[config.mk]
export PLATFORM = sky130hd
export DESIGN_NAME = multicycle_ctrl
export DESIGN_NICKNAME = d
export VERILOG_FILES = /design/src/rtl/multicycle_ctrl.sv
export SDC_FILE = /design/constraint.sdc
export NUM_CORES = 1
export LEC_CHECK = 0
export BUFFER_PORTS_ARGS = -buffer_cell sky130_fd_sc_hd__buf_4
export CAP_MARGIN = 20
export CORE_AREA = 2 2 39 41
export DETAILED_ROUTE_END_ITERATION = 7
export DIE_AREA = 0 0 41 43
export PLACE_DENSITY = 0.71
export SYNTH_ARGS = -nofsm -noshare
export SYNTH_HDL_FRONTEND = slang
export SYNTH_SLANG_ARGS = --single-unit
export TNS_END_PERCENT = 10
[constraint.sdc]
create_clock -name clk -period 4.86 [get_ports clk]
set_input_delay 0.243 -clock clk [delete_from_list [all_inputs] [get_ports clk]]
set_output_delay 0.243 -clock clk [all_outputs]
set_load 0.02 [all_outputs]
[src/rtl/multicycle_ctrl.sv]
// -----------------------------------------------------------------------------
// multicycle_ctrl
//
// Multi-cycle control unit for the 16-bit RISC core. It sequences each
// instruction through FETCH -> DECODE -> EXEC -> MEM -> WB and drives the
// ALU_CTRL / operand selects of ALU_16bits together with the IR, PC, branch
// target, memory, flag-register and register-file enables.
//
// Only the state is registered. Every strobe is decoded combinationally from
// the current state, the IR opcode, the registered flags and mem_ack, so the
// datapath sees the strobes in the same cycle the condition becomes true.
//
// Ports
//   clk        rising-edge clock
//   rst_n      asynchronous active-low reset (forces RST, all strobes low)
//   instr      current IR contents, opcode = instr[15:12]
//   nzvc_q     registered flags {N,Z,V,C}
//   mem_ack    one-cycle memory completion pulse
//   ir_we      load IR from memory data
//   pc_we      load PC
//   pc_src     PC source: 0=ALU result, 1=branch target reg, 2=R[rs]
//   tgt_we     load branch target reg from ALU result
//   mem_req    memory request, held until mem_ack
//   mem_we     write qualifier for mem_req
//   addr_src   memory address: 0=PC, 1=R[rs]
//   alu_ctrl   ALU_CTRL: 0=A+B, 1=two's complement of B
//   alu_a_sel  ALU A operand: 0=R[rs], 1=PC
//   alu_b_sel  ALU B operand: 0=R[rt], 1=constant 1, 2=sext(instr[7:0])
//   flags_we   load nzvc_q from the ALU flags
//   reg_we     register-file write of R[rd]
//   reg_wsel   write-back source: 0=ALUOut, 1=MDR
//   illegal    one-cycle pulse in EXEC for an undefined opcode
//   halted     high while in HALT
//   state      current state code (debug)
// -----------------------------------------------------------------------------
module multicycle_ctrl #(
    parameter int OPC_W = 4,
    parameter int OFF_W = 8
) (
    input  logic        clk,
    input  logic        rst_n,
    input  logic [15:0] instr,
    input  logic [3:0]  nzvc_q,
    input  logic        mem_ack,
    output logic        ir_we,
    output logic        pc_we,
    output logic [1:0]  pc_src,
    output logic        tgt_we,
    output logic        mem_req,
    output logic        mem_we,
    output logic        addr_src,
    output logic        alu_ctrl,
    output logic        alu_a_sel,
    output logic [1:0]  alu_b_sel,
    output logic        flags_we,
    output logic        reg_we,
    output logic        reg_wsel,
    output logic        illegal,
    output logic        halted,
    output logic [2:0]  state
);

    typedef enum logic [2:0] {
        S_FETCH  = 3'd0,
        S_DECODE = 3'd1,
        S_EXEC   = 3'd2,
        S_MEM    = 3'd3,
        S_WB     = 3'd4,
        S_HALT   = 3'd5,
        S_RST    = 3'd6
    } state_t;

    localparam logic [OPC_W-1:0] OP_ADD  = OPC_W'(0);
    localparam logic [OPC_W-1:0] OP_NEG  = OPC_W'(1);
    localparam logic [OPC_W-1:0] OP_LD   = OPC_W'(2);
    localparam logic [OPC_W-1:0] OP_ST   = OPC_W'(3);
    localparam logic [OPC_W-1:0] OP_BZ   = OPC_W'(4);
    localparam logic [OPC_W-1:0] OP_BN   = OPC_W'(5);
    localparam logic [OPC_W-1:0] OP_JMP  = OPC_W'(6);
    localparam logic [OPC_W-1:0] OP_HALT = {OPC_W{1'b1}};

    // Operand select / source encodings shared with the datapath.
    localparam logic [1:0] PC_SRC_ALU = 2'd0;
    localparam logic [1:0] PC_SRC_TGT = 2'd1;
    localparam logic [1:0] PC_SRC_RS  = 2'd2;
    localparam logic [1:0] B_SEL_RT   = 2'd0;
    localparam logic [1:0] B_SEL_ONE  = 2'd1;
    localparam logic [1:0] B_SEL_OFF  = 2'd2;

    state_t           state_q;
    logic [OPC_W-1:0] op;

    assign op    = instr[15 -: OPC_W];
    assign state = state_q;

    // The register fields and the branch offset are consumed by the datapath,
    // and the V/C flags are not used by any branch; none of them steer control.
    logic unused_bits;
    assign unused_bits = ^{instr[15-OPC_W:OFF_W], instr[OFF_W-1:0], nzvc_q[1:0]};

    function automatic logic op_is_legal(input logic [OPC_W-1:0] o);
        case (o)
            OP_ADD, OP_NEG, OP_LD, OP_ST,
            OP_BZ, OP_BN, OP_JMP, OP_HALT: op_is_legal = 1'b1;
            default:                       op_is_legal = 1'b0;
        endcase
    endfunction

    // ------------------------------------------------------------------
    // State register
    // ------------------------------------------------------------------
    always_ff @(posedge clk or negedge rst_n) begin
        if (!rst_n) begin
            state_q <= S_RST;
        end else begin
            case (state_q)
                S_RST:    state_q <= S_FETCH;
                S_FETCH:  if (mem_ack) state_q <= S_DECODE;
                S_DECODE: state_q <= (op == OP_HALT) ? S_HALT : S_EXEC;
                S_EXEC: begin
                    case (op)
                        OP_ADD, OP_NEG: state_q <= S_WB;
                        OP_LD, OP_ST:   state_q <= S_MEM;
                        // Branches, JMP and illegal opcodes retire here.
                        default:        state_q <= S_FETCH;
                    endcase
                end
                S_MEM: begin
                    if (mem_ack) state_q <= (op == OP_LD) ? S_WB : S_FETCH;
                end
                S_WB:     state_q <= S_FETCH;
                S_HALT:   state_q <= S_HALT;
                default:  state_q <= S_RST;
            endcase
        end
    end

    // ------------------------------------------------------------------
    // Strobe decode
    // ------------------------------------------------------------------
    always_comb begin
        ir_we     = 1'b0;
        pc_we     = 1'b0;
        pc_src    = PC_SRC_ALU;
        tgt_we    = 1'b0;
        mem_req   = 1'b0;
        mem_we    = 1'b0;
        addr_src  = 1'b0;
        alu_ctrl  = 1'b0;
        alu_a_sel = 1'b0;
        alu_b_sel = B_SEL_RT;
        flags_we  = 1'b0;
        reg_we    = 1'b0;
        reg_wsel  = 1'b0;
        illegal   = 1'b0;
        halted    = 1'b0;

        case (state_q)
            S_FETCH: begin
                mem_req = 1'b1;
                // IR capture and PC+1 happen together on the ack cycle;
                // the increment goes through the ALU but never the flags.
                if (mem_ack) begin
                    ir_we     = 1'b1;
                    pc_we     = 1'b1;
                    pc_src    = PC_SRC_ALU;
                    alu_a_sel = 1'b1;
                    alu_b_sel = B_SEL_ONE;
                end
            end
            S_DECODE: begin
                // Branch target is computed speculatively for every opcode.
                alu_a_sel = 1'b1;
                alu_b_sel = B_SEL_OFF;
                tgt_we    = 1'b1;
            end
            S_EXEC: begin
                case (op)
                    OP_ADD: flags_we = 1'b1;
                    OP_NEG: begin
                        alu_ctrl = 1'b1;
                        flags_we = 1'b1;
                    end
                    OP_BZ: begin
                        pc_we  = nzvc_q[2];
                        pc_src = PC_SRC_TGT;
                    end
                    OP_BN: begin
                        pc_we  = nzvc_q[3];
                        pc_src = PC_SRC_TGT;
                    end
                    OP_JMP: begin
                        pc_we  = 1'b1;
                        pc_src = PC_SRC_RS;
                    end
                    default: illegal = !op_is_legal(op);
                endcase
            end
            S_MEM: begin
                mem_req  = 1'b1;
                addr_src = 1'b1;
                mem_we   = (op == OP_ST);
            end
            S_WB: begin
                reg_we   = 1'b1;
                reg_wsel = (op == OP_LD);
            end
            S_HALT: halted = 1'b1;
            default: ;
        endcase
    end

endmodule

==> impl_metrics.json, run 1 <==
{
  "final_common_cell": "buf_4",
  "synth_edf_count": 0,
  "die_w_um": 41,
  "p_clk_share_pct": 14.1,
  "crit_fanout": 10,
  "combPwrFrac_pct": 66.2,
  "slew-limit-headroom_pct": 69.8,
  "rows": 14,
  "fin_util_pct": 45.1,
  "peakVddDrop_v": 0.000217,
  "slowest_stage": "dfstp_2",
  "critPathBufInv": 1,
  "ys_types": 31,
  "synthTopCellsByArea": "dfstp_2 (13%), nor2_1 (8.5%), dfrtp_1 (6.3%), nor3_1 (5.1%), xor2_1 (4.4%)",
  "start_kind": "register",
  "setup_viol": 0,
  "hold_class": "in2async",
  "largest_reg_flops": 3,
  "drive_gt1_share_pct": 44.4,
  "synth_top_area_share_pct": 13.3,
  "core_um2": 1380,
  "p_sw_mw": 0.145,
  "power_mw": 0.302,
  "grt_setup_unrepaired": "no",
  "pwr-share-seq_pct": 19.8,
  "p_int_mw": 0.157,
  "area_growth_pct": 57.9,
  "ys_warn_count": 0,
  "leakagePower_nw": 0.298,
  "seq_area_frac_synth_pct": 19.6,
  "critPathCaptureType": "output port",
  "vias": 480,
  "grt_usage_pct": 12.9,
  "finClkSkew_ps": 0.963,
  "sw_frac_of_total_pct": 48.1,
  "fin_setup_tns_ps": 0,
  "dieArea_um2": 1760,
  "wl_um": 1070,
  "p_per_area_nw_per_um2": 484,
  "cpPeakStageDelay_ps": 610,
  "status": "finished clean",
  "die_h_um": 43,
  "drtPass1Iterations": 4,
  "async_reset_ff_share_pct": 100,
  "cts_buffers": 3,
  "clkSinkCount": 3,
  "via_per_inst": 4.95,
  "crit_chain": "or3b_1 -> or3b_4 -> nor3b_2 -> buf_4",
  "wl_per_cell_um": 11.0,
  "overflow": 0,
  "grt_max_degree": 14,
  "layout.nets": 105,
  "finalCritPeriodShare_pct": 46.7,
  "first_global_vias": 406,
  "synth_seq_cells": 3,
  "detail_route.drc_violations": 0,
  "fin_crit_ps": 2270,
  "ioPinCount": 43,
  "netlist_instances": 54,
  "synth_top_area_cell": "dfstp_2",
  "drt_iter0_drc": 4,
  "syn_area_per_cell_um2": 7.32,
  "antenna_found_initial": 0,
  "synth_fp_nets": 77,
  "hpwl_um": 823,
  "drv_slew": 0,
  "diodes": 0,
  "worst_pin_slew_ps": 449,
  "start_util_pct": 28.6,
  "grt_pass1_wl_um": 1650,
  "htreeDepth": 1,
  "path_clk_slew_ps": 40,
  "clock.fmax_mhz": 441,
  "maxCapViolations": 0,
  "synth_top_flop_cell": "dfstp_2",
  "fin_hold_ws_ps": 341,
  "detail-route-antenna-nets": 0,
  "cp.arrival_ps": 2030,
  "io_buffers": 28,
  "globalplace.congestion": 0.817,
  "cts_tree": "built",
  "final_cell_mix": "buf_4 (28), nor2_1 (9), nor3_1 (4)",
  "insertion_delay_ps": 230,
  "cts_resized": 0,
  "clk_path_buf_depth": 2,
  "critPathKind": "reg2out",
  "path_delay_family": "simple AND/OR/NAND/NOR gates",
  "cp.required_ps": 4620,
  "cts-root-buf": "clkbuf_4",
  "hold_viol_final": 0,
  "syn_area_um2": 395
}
==> synthesized netlist by cell type, types with 2 or more instances <==
master,instances
nor3_1,4
xor2_1,2
buf_4,2
nor2_1,9
nand2b_1,2
inv_1,2
and2_1,2
clkbuf_1,3
nand4_1,2
dfstp_2,2
a21o_1,2
nand3_1,2
nand2_1,2
==> per-stage QoR <==
stage / instance area (um2) / cells / setup slack, ps
finish: 624 / 97 / 2590
global route: 624 / 97 / 2510
detailed placement: 588 / 92 / 2820
floorplan: 395 / 54 / 2410
CTS: 624 / 97 / 2580
global placement: 588 / 92 / 2850
==> final timing paths <==
check                      slack (ps)     start  cells past startpoint   endpoint
max                              2590  state[1]                      4  pc_src[1]
min                               340     rst_n                      2   state[0]
max reg2reg                      3210  state[1]                      3   state[2]
min reg2reg                       640  state[1]                      2   state[0]
max in group asynchronous        4340     rst_n                      2   state[2]
min in group clk                  350   mem_ack                      4   state[0]
==> power groups by stage <==
stage / clock, mW / sequential, mW / combinational, mW
6_report: 0.0425 / 0.0598 / 0.200
3_5_place_dp: 0 / 0.0603 / 0.200
2_1_floorplan: 0 / 0.0525 / 0.138
3_3_place_gp: 0 / 0.0599 / 0.199
5_1_grt: 0.0448 / 0.0628 / 0.214
4_1_cts: 0.0434 / 0.0600 / 0.201
==> layer usage <==
layer | up-vias | wire [um] | track usage, %
li1 | 246 | - | -
met1 | 216 | 481 | 18.2
met2 | 18 | 514 | 20.3
met3 | 0 | 73 | 0.524
met4 | 0 | 0 | 4.00
met5 | - | 0 | 0
==> layout make-up <==
type / instances / area (um2)
Timing Repair Buffer: 29 / 220
Clock buffer: 4 / 26.3
Multi-Input combinational cell: 43 / 273
Sequential cell: 3 / 77.6
Inverter: 2 / 7.51
Fill cell: 157 / 759
Tap cell: 16 / 20.0
==> kinds of logic (layout without fill, tap and decap cells) <==
group                  count (synthesis)  count (layout)  share of synthesized area (%)
AND/OR/NAND/NOR                       33              33                           49.7
XOR/XNOR                               2               2                           4.43
flip-flops                             3               3                           19.6
AO/OA/AOI/OAI                          8               8                           14.9
buffers and inverters                  8              35                           11.4
==> what timing repair did <==
| action | 4_1_cts | 5_1_grt |
|---|---|---|
| hold endpoints to repair | 3 | 0 |
| buffers inserted | 0 | 0 |
| endpoints found under the setup margin | 0 | 0 |
| hold buffers | 1 | 0 |
(Power assumes the default switching activity.)
==> inputs of run 2 (changes only) <==
ABC_AREA = 1   (was default)
PLACE_DENSITY = 0.72   (was 0.71)
clock period = 2.3 ns   (was 4.86 ns; I/O delays follow)
==> run 2 against run 1 <==
Routed wire length increased by 7.2%; worst setup slack got worse by 1900 ps; die area unchanged; via count increased by 11%; final cell count increased by 25%; clock skew about the same; non-clock buffer count unchanged; core utilization increased by 2.9 points; synthesized cell count increased by 35%; area after synthesis increased by 2.5%; largest cell class unchanged; largest power group unchanged; highest routed layer unchanged.
==> impl_metrics.json, run 2 <==
{
  "syn_area_per_cell_um2": 5.55,
  "insertion_delay_ps": 230,
  "ys_types": 17,
  "hpwl_um": 943,
  "grt_setup_unrepaired": "no",
  "wl_per_cell_um": 9.48,
  "drt_iter0_drc": 10,
  "critPathBufInv": 2,
  "wl_met2_um": 585,
  "critPathCaptureType": "output port",
  "crit_chain": "nand2_2 -> nor2_4 -> inv_2 -> nor2_2 -> nor2_1 -> o21ai_0 -> buf_4",
  "setup_viol": 0,
  "htreeDepth": 1,
  "cp.depth": 7,
  "yosysMostFrequentCell": "nand2_1",
  "globalplace.congestion": 0.787,
  "die_w_um": 41,
  "detail_route.drc_violations": 0,
  "drtPass1Iterations": 4,
  "largest_reg_flops": 3,
  "layout.nets": 129,
  "slew-limit-headroom_pct": 81.7,
  "synth_seq_cells": 3,
  "status": "finished clean",
  "cts-root-buf": "clkbuf_4",
  "p_per_area_nw_per_um2": 1140,
  "first_global_vias": 521,
  "synthTopCellsByArea": "nand2_1 (17%), dfstp_2 (13%), nor2_1 (11%), inv_1 (10%), dfrtp_1 (6.2%)",
  "synth_top_flop_cell": "dfstp_2",
  "wl_um": 1150,
  "grt_pass1_wl_um": 1920,
  "ys_warn_count": 0,
  "fin_setup_tns_ps": 0,
  "whs_path_depth": 4,
  "netlist_instances": 73,
  "grt_usage_pct": 15.3,
  "endpoint": "pc_we",
  "io_buffers": 28,
  "slowest_stage": "dfstp_2",
  "path_clk_slew_ps": 40,
  "cp.arrival_ps": 1480,
  "synth_commonest_cells": "nand2_1 (18), nor2_1 (12), inv_1 (11)",
  "synth_top_area_share_pct": 16.7,
  "wl_met3_um": 64,
  "area_growth_pct": 63.9,
  "final_common_cell": "buf_4",
  "overflow": 0,
  "crit_fanout": 8,
  "start_kind": "register",
  "cts_resized": 0,
  "rows": 14,
  "fin_util_pct": 48.0,
  "cts_buffers": 3,
  "final_cell_mix": "buf_4 (28), nand2_1 (18), nor2_1 (12)",
  "critPathKind": "reg2out",
  "antenna_found_initial": 0,
  "via_per_inst": 4.41,
  "highest_layer": "met3",
  "start_util_pct": 29.3,
  "seq_area_frac_synth_pct": 19.1,
  "startpoint": "state[1]",
  "ioPinCount": 43,
  "hold_viol_final": 0,
  "synth_top_area_cell": "nand2_1",
  "die_h_um": 43,
  "wl_met1_um": 497,
  "clk_path_buf_depth": 2,
  "synth_edf_count": 0,
  "worst_r2r_path_depth": 7,
  "async_reset_ff_share_pct": 100,
  "finalCritPeriodShare_pct": 69.6,
  "dieArea_um2": 1760,
  "cts_tree": "built",
  "drv_slew": 0,
  "n_fill_cell": 167,
  "cpPeakStageDelay_ps": 610,
  "vias": 534,
  "rr_startpoint": "state[1]",
  "reg2reg_slack_ps": 1060,
  "maxCapViolations": 0,
  "grt_max_degree": 9,
  "worstReg2RegEnd": "state[0]",
  "detail-route-antenna-nets": 0,
  "leakagePower_nw": 0.390,
  "cp.required_ps": 2180,
  "hold_class": "in2reg",
  "fin_crit_ps": 1600,
  "syn_area_um2": 405,
  "finClkSkew_ps": 0.843,
  "clock.fmax_mhz": 625,
  "path_delay_family": "flip-flops",
  "worst_pin_slew_ps": 275,
  "clkSinkCount": 3,
  "synth_fp_nets": 96,
  "drive_gt1_share_pct": 43.8,
  "diodes": 0,
  "peakVddDrop_v": 0.000674,
  "core_um2": 1380
}
run 2: cell types whose count changed after synthesis, moves of 3 or more:
cell,before,now
nand2_1,2,18
inv_1,2,11
inv_2,0,5
clkbuf_1,3,0
nand2_2,0,3
nor2_1,9,12
o21ai_0,1,4
run 2: layer usage:
metal	global-route usage [%]	vias up
met5	0	-
met4	2.00	0
met3	4.71	0
met2	24.7	15
met1	19.8	229
li1	-	290
run 2: worst min-delay path by stage:
stage / endpoint / from
final: state[0] / mem_ack
after global routing: state[0] / mem_ack
after CTS: state[0] / mem_ack
after detailed placement: state[0] / rst_n
after global placement: state[0] / rst_n
after floorplan: state[0] / rst_n
run 2: cell type report:
| cell class | instances | area, um2 | area share [%] |
|---|---|---|---|
| Sequential cell | 3 | 77.6 | 11.7 |
| Clock buffer | 4 | 26.3 | 3.95 |
| Timing Repair Buffer | 29 | 220 | 33.1 |
| Inverter | 16 | 60.1 | 9.04 |
| Tap cell | 16 | 20.0 | 3.01 |
| Multi-Input combinational cell | 53 | 260 | 39.2 |
run 2: worst register-to-register path: cells and delay by family (launching register included):
family	cells	cell delay, ps
flip-flops	1	610
AND/OR/NAND/NOR	5	370
buffers and inverters	2	150
run 2: metrics by stage:
stage	cell area, um2	setup WS (ps)	cells	hold slack [ps]	total power [mW]
CTS	664	684	121	195	0.765
floorplan	405	661	73	-181	0.468
global placement	628	952	116	-97.1	0.659
global route	664	568	121	215	0.821
finish	664	700	121	203	0.758
detailed placement	628	938	116	-95.5	0.665
run 2: cell families after synthesis:
kind of cell | share of synthesized area (%)
AND/OR/NAND/NOR | 57.1
AO/OA/AOI/OAI | 7.10
buffers and inverters | 16.7
flip-flops | 19.1
run 2: what timing repair did:
item | 4_1_cts | 5_1_grt
hold buffers | 1 | 0
hold endpoints to repair | 3 | 0
setup buffers | 0 | 0
run 2: where the power goes:
group          leakage (nW)  switching, mW  internal (mW)
combinational         0.342          0.329          0.209
sequential           0.0331         0.0452         0.0821
clock                0.0150         0.0279         0.0651
total                 0.390          0.402          0.356
